File: src/rtl/vector_dot_acc_pipe_if.sv
// Beat/result bundle for vector_dot_acc_pipe: sync flush, input beats, one result pulse per vector.
interface vector_dot_acc_pipe_if #(
  parameter int LANES = 4,
  parameter int WIDTH = 16
);
  logic                     clr;
  logic                     in_valid;
  logic                     in_last;
  logic [LANES*WIDTH-1:0]   a_flat;
  logic [LANES*WIDTH-1:0]   b_flat;
  logic                     out_valid;
  logic [WIDTH-1:0]         out_data;
  logic                     out_ovf;

  modport master (
    output clr, in_valid, in_last, a_flat, b_flat,
    input  out_valid, out_data, out_ovf
  );

  modport slave (
    input  clr, in_valid, in_last, a_flat, b_flat,
    output out_valid, out_data, out_ovf
  );
endinterface

File: src/rtl/vector_dot_acc_pipe.sv
// Pipelined fixed-point dot product: multiply, registered adder tree, cross-beat accumulate, round/narrow.
// Define DOTP_SAT_EN to saturate the narrowed result; otherwise it wraps (legacy behaviour).
module vector_dot_acc_pipe #(
  parameter int LANES = 4,
  parameter int WIDTH = 16,
  parameter int FRAC  = 12,
  parameter int GUARD = 8
) (
  input  logic                 clk,
  input  logic                 rst_n,
  vector_dot_acc_pipe_if.slave dp
);

  localparam int unsigned T     = $clog2(LANES);
  localparam int unsigned P     = 1 << T;
  localparam int unsigned ACC_W = 2*WIDTH + T + GUARD;
  localparam logic signed [ACC_W:0] HALF = {{ACC_W{1'b0}}, 1'b1} << (FRAC-1);

  logic signed [ACC_W-1:0] ext  [P];
  logic signed [ACC_W-1:0] tree [T+1][P];
  logic                    vld  [T+1];
  logic                    lst  [T+1];
  logic signed [ACC_W-1:0] acc;
  logic                    started;
  logic                    a_last;
  logic signed [ACC_W:0]   r;
  logic [ACC_W-WIDTH+1:0]  hi;
  logic                    fits;
  logic [WIDTH-1:0]        nxt_data;

  // Products are carried at accumulator width from the start; this is value-identical to
  // growing one bit per tree level and keeps every level the same type.
  always_comb begin
    for (int unsigned j = 0; j < P; j++) ext[j] = '0;
    for (int unsigned i = 0; i < LANES; i++)
      ext[i] = ACC_W'($signed(dp.a_flat[i*WIDTH +: WIDTH]))
             * ACC_W'($signed(dp.b_flat[i*WIDTH +: WIDTH]));
  end

  always_comb begin
    r    = ($signed({acc[ACC_W-1], acc}) + HALF) >>> FRAC;
    hi   = r[ACC_W:WIDTH-1];
    fits = (&hi) | ~(|hi);
`ifdef DOTP_SAT_EN
    if (fits)       nxt_data = r[WIDTH-1:0];
    else if (r[ACC_W]) nxt_data = {1'b1, {(WIDTH-1){1'b0}}};
    else            nxt_data = {1'b0, {(WIDTH-1){1'b1}}};
`else
    nxt_data = r[WIDTH-1:0];
`endif
  end

  always_ff @(posedge clk or negedge rst_n) begin
    if (!rst_n) begin
      for (int unsigned k = 0; k <= T; k++) begin
        for (int unsigned j = 0; j < P; j++) tree[k][j] <= '0;
        vld[k] <= 1'b0;
        lst[k] <= 1'b0;
      end
      acc          <= '0;
      started      <= 1'b0;
      a_last       <= 1'b0;
      dp.out_valid <= 1'b0;
      dp.out_data  <= '0;
      dp.out_ovf   <= 1'b0;
    end else begin
      for (int unsigned j = 0; j < P; j++) tree[0][j] <= ext[j];
      for (int unsigned k = 1; k <= T; k++)
        for (int unsigned j = 0; j < (P >> k); j++)
          tree[k][j] <= tree[k-1][2*j] + tree[k-1][2*j+1];

      vld[0] <= dp.in_valid & ~dp.clr;
      lst[0] <= dp.in_valid & dp.in_last;
      for (int unsigned k = 1; k <= T; k++) begin
        vld[k] <= vld[k-1] & ~dp.clr;
        lst[k] <= lst[k-1];
      end

      if (dp.clr) begin
        acc          <= '0;
        started      <= 1'b0;
        a_last       <= 1'b0;
        dp.out_valid <= 1'b0;
      end else begin
        // started=0 marks the first beat of a vector, so back-to-back vectors need no bubble
        if (vld[T]) begin
          acc     <= started ? acc + tree[T][0] : tree[T][0];
          started <= ~lst[T];
        end
        a_last       <= vld[T] & lst[T];
        dp.out_valid <= a_last;
        if (a_last) begin
          dp.out_data <= nxt_data;
          dp.out_ovf  <= ~fits;
        end
      end
    end
  end

endmodule

File: src/flat_wrapper.sv
// flat-port wrapper written by rule: the top's interface ports become plain ports
module vector_dot_acc_pipe_flat 
#(
  parameter int LANES = 4,
  parameter int WIDTH = 16,
  parameter int FRAC  = 12,
  parameter int GUARD = 8
)
  (clk, rst_n, dp_clr, dp_in_valid, dp_in_last, dp_a_flat, dp_b_flat, dp_out_valid, dp_out_data, dp_out_ovf);
  vector_dot_acc_pipe_if #(.LANES(LANES), .WIDTH(WIDTH)) dp_i ();
  input  logic clk;
  input  logic rst_n;
  input wire logic [$bits(dp_i.clr)-1:0] dp_clr;
  input wire logic [$bits(dp_i.in_valid)-1:0] dp_in_valid;
  input wire logic [$bits(dp_i.in_last)-1:0] dp_in_last;
  input wire logic [$bits(dp_i.a_flat)-1:0] dp_a_flat;
  input wire logic [$bits(dp_i.b_flat)-1:0] dp_b_flat;
  output wire logic [$bits(dp_i.out_valid)-1:0] dp_out_valid;
  output wire logic [$bits(dp_i.out_data)-1:0] dp_out_data;
  output wire logic [$bits(dp_i.out_ovf)-1:0] dp_out_ovf;
  assign dp_i.clr = dp_clr;
  assign dp_i.in_valid = dp_in_valid;
  assign dp_i.in_last = dp_in_last;
  assign dp_i.a_flat = dp_a_flat;
  assign dp_i.b_flat = dp_b_flat;
  assign dp_out_valid = dp_i.out_valid;
  assign dp_out_data = dp_i.out_data;
  assign dp_out_ovf = dp_i.out_ovf;
  vector_dot_acc_pipe #(.LANES(LANES), .WIDTH(WIDTH), .FRAC(FRAC), .GUARD(GUARD)) u_core (.clk(clk), .rst_n(rst_n), .dp(dp_i));
endmodule
File: config.mk
export PLATFORM = sky130hd
export DESIGN_NAME = vector_dot_acc_pipe_flat
export DESIGN_NICKNAME = d
export VERILOG_FILES = /design/src/rtl/vector_dot_acc_pipe_if.sv /design/src/rtl/vector_dot_acc_pipe.sv /design/src/flat_wrapper.sv
export SDC_FILE = /design/constraint.sdc
export NUM_CORES = 2
export LEC_CHECK = 0
export CAP_MARGIN = 40
export CELL_PAD_IN_SITES_DETAIL_PLACEMENT = 1
export CELL_PAD_IN_SITES_GLOBAL_PLACEMENT = 2
export CORE_MARGIN = 2
export CORE_UTILIZATION = 30
export DETAILED_ROUTE_END_ITERATION = 10
export HOLD_SLACK_MARGIN = 0.1
export PLACE_DENSITY_LB_ADDON = 0.1
export SKIP_LAST_GASP = 1
export SYNTH_ARGS = -nofsm -noshare
export SYNTH_HDL_FRONTEND = slang
export SYNTH_SLANG_ARGS = --single-unit
export TNS_END_PERCENT = 20
File: constraint.sdc
create_clock -name clk -period 3.6 [get_ports clk]
set_clock_uncertainty 0.05 [all_clocks]
set_input_delay 0.54 -clock clk [delete_from_list [all_inputs] [get_ports clk]]
set_output_delay 0.54 -clock clk [all_outputs]
set_load 0.005 [all_outputs]
# [Word-level counts from Yosys, hierarchy flattened]
# Cells that the tools add are included.
[op_classes] addsub=5 mul=4 div=0 magnitude_cmp=0 n_eq_ne=0 shift=0 muxes=7 n_bitwise=10 n_reduce_logical=4
[ops] cell="adder 42 bit" n=4
[ops] cell="multiplier 16 x 16 -> 32 bit" n=4
[ops] cell="two-way mux 42 bit" n=3
[ops] cell="adder 42 x 13 -> 43 bit, second input constant" n=1
[ops] cell="AND reduction 16 bit" n=1
[ops] cell="OR reduction 16 bit" n=1
[ops] cell="AND 1 bit" n=5
[ops] cell="two-way mux 1 bit" n=4
[ops] cell="NOT 1 bit" n=4
[ops] cell="AND reduction 2 bit" n=1
[ops] cell="nonzero test 2 bit" n=1
[ops] cell="bitwise OR 1 bit" n=1
[word_totals] regBits=362 latchBits=0 ram_bits=0 romBits=0 input_bits=133 word_cells=49 mem_count=0

# [Depth between registers and ports, before layout]
[logic_depth] word_depth=5 ltp_mapped=25 mapped_depth_nobuf=24

# [Least setup slack after synthesis]
# OpenSTA, ideal clock, no wires.
[synth_path] path_kind="in2reg" startpoint="input dp_a_flat[27]" endpoint="register u_core.tree[445] (netlist bit)" arrival_time_ns=6.428 required_time_ns=3.463 slack_ns=-2.965 path_stages=22 n_path_buf=1 path_cell_list="clkbuf_1 > nand2_1 > fa_1 > fa_1 > fa_1 > inv_1 > fa_1 > fa_1 > inv_1 > fa_1 > inv_1 > ha_1 > a21o_1 > a21o_1 > a211o_1 > a21oi_1 > o31ai_2 > a21o_1 > a41o_1 > o41ai_4 > or4b_1 > o211ai_1"
[synth_rtl] item="from (decl)" line="flat_wrapper.sv:16" rtl="input wire logic [$bits(dp_i.a_flat)-1:0] dp_a_flat;"
[synth_rtl] item="to (signal, indexed assignment)" line="vector_dot_acc_pipe.sv:70" rtl="tree[k][j] <= tree[k-1][2*j] + tree[k-1][2*j+1];"
[synth_rtl] item="to (decl)" line="vector_dot_acc_pipe.sv:20" rtl="logic signed [ACC_W-1:0] tree [T+1][P];"

==> out/metrics.yaml <==
outcome:
  violations_in_the_final_reports: "negative setup slack"
  status: "finished with violations"
sta:
  worstMarginPinSlew_ns: 0.8135
  rsz_0062_raised_after_global_routing: "true"
  endpoints_failing_setup: 113
  fin_crit_sh_pct: 163.1
  timing_max_transition_violations_final: 0
  totalNegativeSetupSlack_ns: -164.62
  f_max_ghz: 0.1703
  final_period_minus_worst_setup_slack_ns: 5.872
  fin_ws_ns: -2.272
  worst_slew_margin_rel_pct: 45.77
  timing_hold_violations_final: 0
routing:
  detail_route.iter0.violations: 1439
  detail_route.drc_violations: 0
  vias: 43250
  drt-total-wl_mm: 173.3
  first_pass_iters: 5
  routedWlPerCell_um: 18.24
  via_per_inst: 4.552
  ant_nets: 0
worst_setup_path:
  timing_worst_setup_path_type: "primary input to flop"
  cp_arrival_ns: 6.31
  critPathMaxFanout: 5
  crit_path_top_delay_cell: "sky130_fd_sc_hd__fa_1"
  critical_path.most_common_cell: "sky130_fd_sc_hd__fa_1"
  timing.critical_path.slowest_cell_delay_ns: 0.56
  worstSetupEndpointType: "flop"
  start_kind: "primary input"
  cp_data_required_time_ns: 4.03
floorplanning:
  die_span_in_y_um: 436.0
  initial_utilization_pct: 30.19
  row_count: 158
  die_width_um: 436.0
  floorplan.die_area_mm2: 0.1901
  io_pins: 151
  floorplan.core_area_mm2: 0.1854
logic_synthesis:
  syn-mean-instance-area_um2: 9.492
  synth-compound-area-share_pct: 8.845
  synth-xor-area-share_pct: 4.521
  ys_ff_latch: 322
  number_of_flops_mapped_to_enable_cells_by_yosys: 0
  ys_async_sr_fraction_pct: 100.0
  post_synth_num_cell_types: 86
  ys_seq_area_share_pct: 14.39
  synthSimpleGateAreaFrac_pct: 14.27
  synth.net_count: 7559
  synth-warning-count: 0
  syn-cell-area_mm2: 0.05599
  postSynth.topFlopCell: "sky130_fd_sc_hd__dfrtp_1"
  gate_count_post_synth: 5899
  synth_fa_ha_area_share_pct: 48.23
  synth.mux.area_fraction_pct: 0.5944
  synth_top_family_by_area: "adder cells"
global_routing:
  global_route_overflow: 0
  total_global_route_track_usage_pct: 18.60
  grt_first_pass_wirelength_mm: 279.6
  number_of_antenna_violations_at_the_first_check_in_global_routing: 7
  grt_max_degree: 87
  first_global_vias: 49410
cts:
  tritoncts: "done"
  root_buffer: "sky130_fd_sc_hd__clkbuf_16"
  clock_tree.buffer_depth: 3
  clk_transition_reported_paths_ns: 0.06
  tritoncts_num_sinks: 322
  cts_inserted_buffers: 42
  clkLatencyLatePin_ns: 0.57
  ctsHtreeMaxLevel: 2
job:
  max_cap_viols: 0
final_layout:
  share_of_layout_cells_above_drive_strength_1_pct: 25.09
  num-nets-final: 8645
  area.growth.synth_to_final_pct: 30.42
min_path:
  type_of_the_worst_min_delay_path: "primary input to flop"
place:
  globalplace.congestion: 0.8018
  hpwlAfterDp_mm: 146.1
  port_buffers: 150
==> worst paths after layout <==
path                                       start               endpoint  slack (ns)  cells after the start
worst max register to register  u_core.tree[462]       u_core.tree[334]       -0.09                     14
worst min-delay path                      dp_clr          u_core.a_last        0.19                      2
worst max-delay path               dp_b_flat[18]       u_core.tree[445]       -2.27                     25
worst min register to register     u_core.lst[2]          u_core.lst[1]        0.30                      0
min in group asynchronous                  rst_n  u_core.dp.out_data[3]        0.51                      2
max in group asynchronous                  rst_n       u_core.tree[441]        2.07                      3
==> synth_stat cells, drive strengths merged (31+ instances only) <==
cell type,number,share of area [%]
nor2b,33,0.37
nor2,216,1.5
o21ai,126,1.1
ha,475,11
nand3,62,0.55
nand2b,47,0.53
o21a,35,0.47
fa,1052,38
dfrtp,322,14
a21o,134,1.8
mux2i,31,0.55
o21bai,37,0.50
nor3,36,0.32
xnor2,231,3.6
a211oi,47,0.64
inv,1186,8.0
and2,504,5.6
a21oi,214,1.9
xor2,58,0.91
a31oi,38,0.42
clkbuf,166,1.1
and3,33,0.37
nand2,598,4.0
==> sequential cells by signal, summed over array words and instances, names as in the netlist <==
| signal | flops |
|---|---|
| u_core.tree | 254 |
| u_core.acc | 42 |
| u_core.dp.out_data | 16 |
| u_core.lst | 3 |
| u_core.vld | 3 |
| u_core.a_last | 1 |
| u_core.dp.out_ovf | 1 |
| u_core.dp.out_valid | 1 |
| u_core.started | 1 |
==> metrics by stage <==
stage          area [um^2]  instances  setup WS, ns  util (%)  hold slack, ns
3_3_place_gp         67280       9182        -3.455     36.28          0.2851
6_report             73020       9501        -2.272     39.38          0.1871
2_1_floorplan        56820       5899        -2.664         -          0.1944
4_1_cts              71890       9458        -2.313     38.77          0.1488
5_1_grt              73020       9499        -2.508     39.38          0.1709
3_5_place_dp         67280       9182        -3.439     36.28          0.2858
==> cells by family after synthesis <==
| logic type | count (synthesis) |
|---|---|
| AND/OR/NAND/NOR | 1613 |
| adder cells (fa/ha/maj) | 1527 |
| buffers and inverters | 1364 |
| AO/OA/AOI/OAI | 751 |
| flip-flops | 322 |
| XOR/XNOR | 289 |
| multiplexers | 33 |
==> layer usage <==
layer	track usage, %	share of wire [%]	up-vias
met5	0	0	-
li1	-	-	20460
met4	3.784	2.1	0
met3	1.265	1.9	146
met1	25.46	46	22300
met2	32.31	50	345
==> layout by cell type, fill, tap and decap left out, types with 180 or more instances in the layout <==
master	instances
sky130_fd_sc_hd__inv_1	1091
sky130_fd_sc_hd__fa_1	971
sky130_fd_sc_hd__buf_4	834
sky130_fd_sc_hd__nand2_1	537
sky130_fd_sc_hd__and2_1	436
sky130_fd_sc_hd__ha_1	420
sky130_fd_sc_hd__dfrtp_1	320
sky130_fd_sc_hd__xnor2_1	216
sky130_fd_sc_hd__nor2_1	199
sky130_fd_sc_hd__buf_6	180
==> cell type report <==
| type | instances | area [um^2] |
|---|---|---|
| fill | 21190 | 112400 |
| tap | 2480 | 3103 |
| sequential | 322 | 8060 |
| antenna | 3 | 7.507 |
| clock buffer | 58 | 1192 |
| inverter | 1187 | 4463 |
| multi-input combinational | 4213 | 44880 |
| timing repair buffer | 1219 | 11070 |
| clock inverter | 19 | 249.0 |
==> critical path: cells and delay by family <==
family	cells	cell delay, ns
buf+inv	9	0.78
simple gates	2	0.61
compound gates	7	1.12
fa+ha+maj	7	3.25
==> what timing repair did <==
action,4_1_cts,5_1_grt
hold buffers,1,0
gates cloned,12,0
setup endpoints to repair,115,141
pin swaps,319,341
resized for setup,750,448
buffers inserted,195,79
hold endpoints to repair,65,0
Power is not shown: default switching activity piles up to over one toggle a cycle in this logic, so the estimate is an artifact.
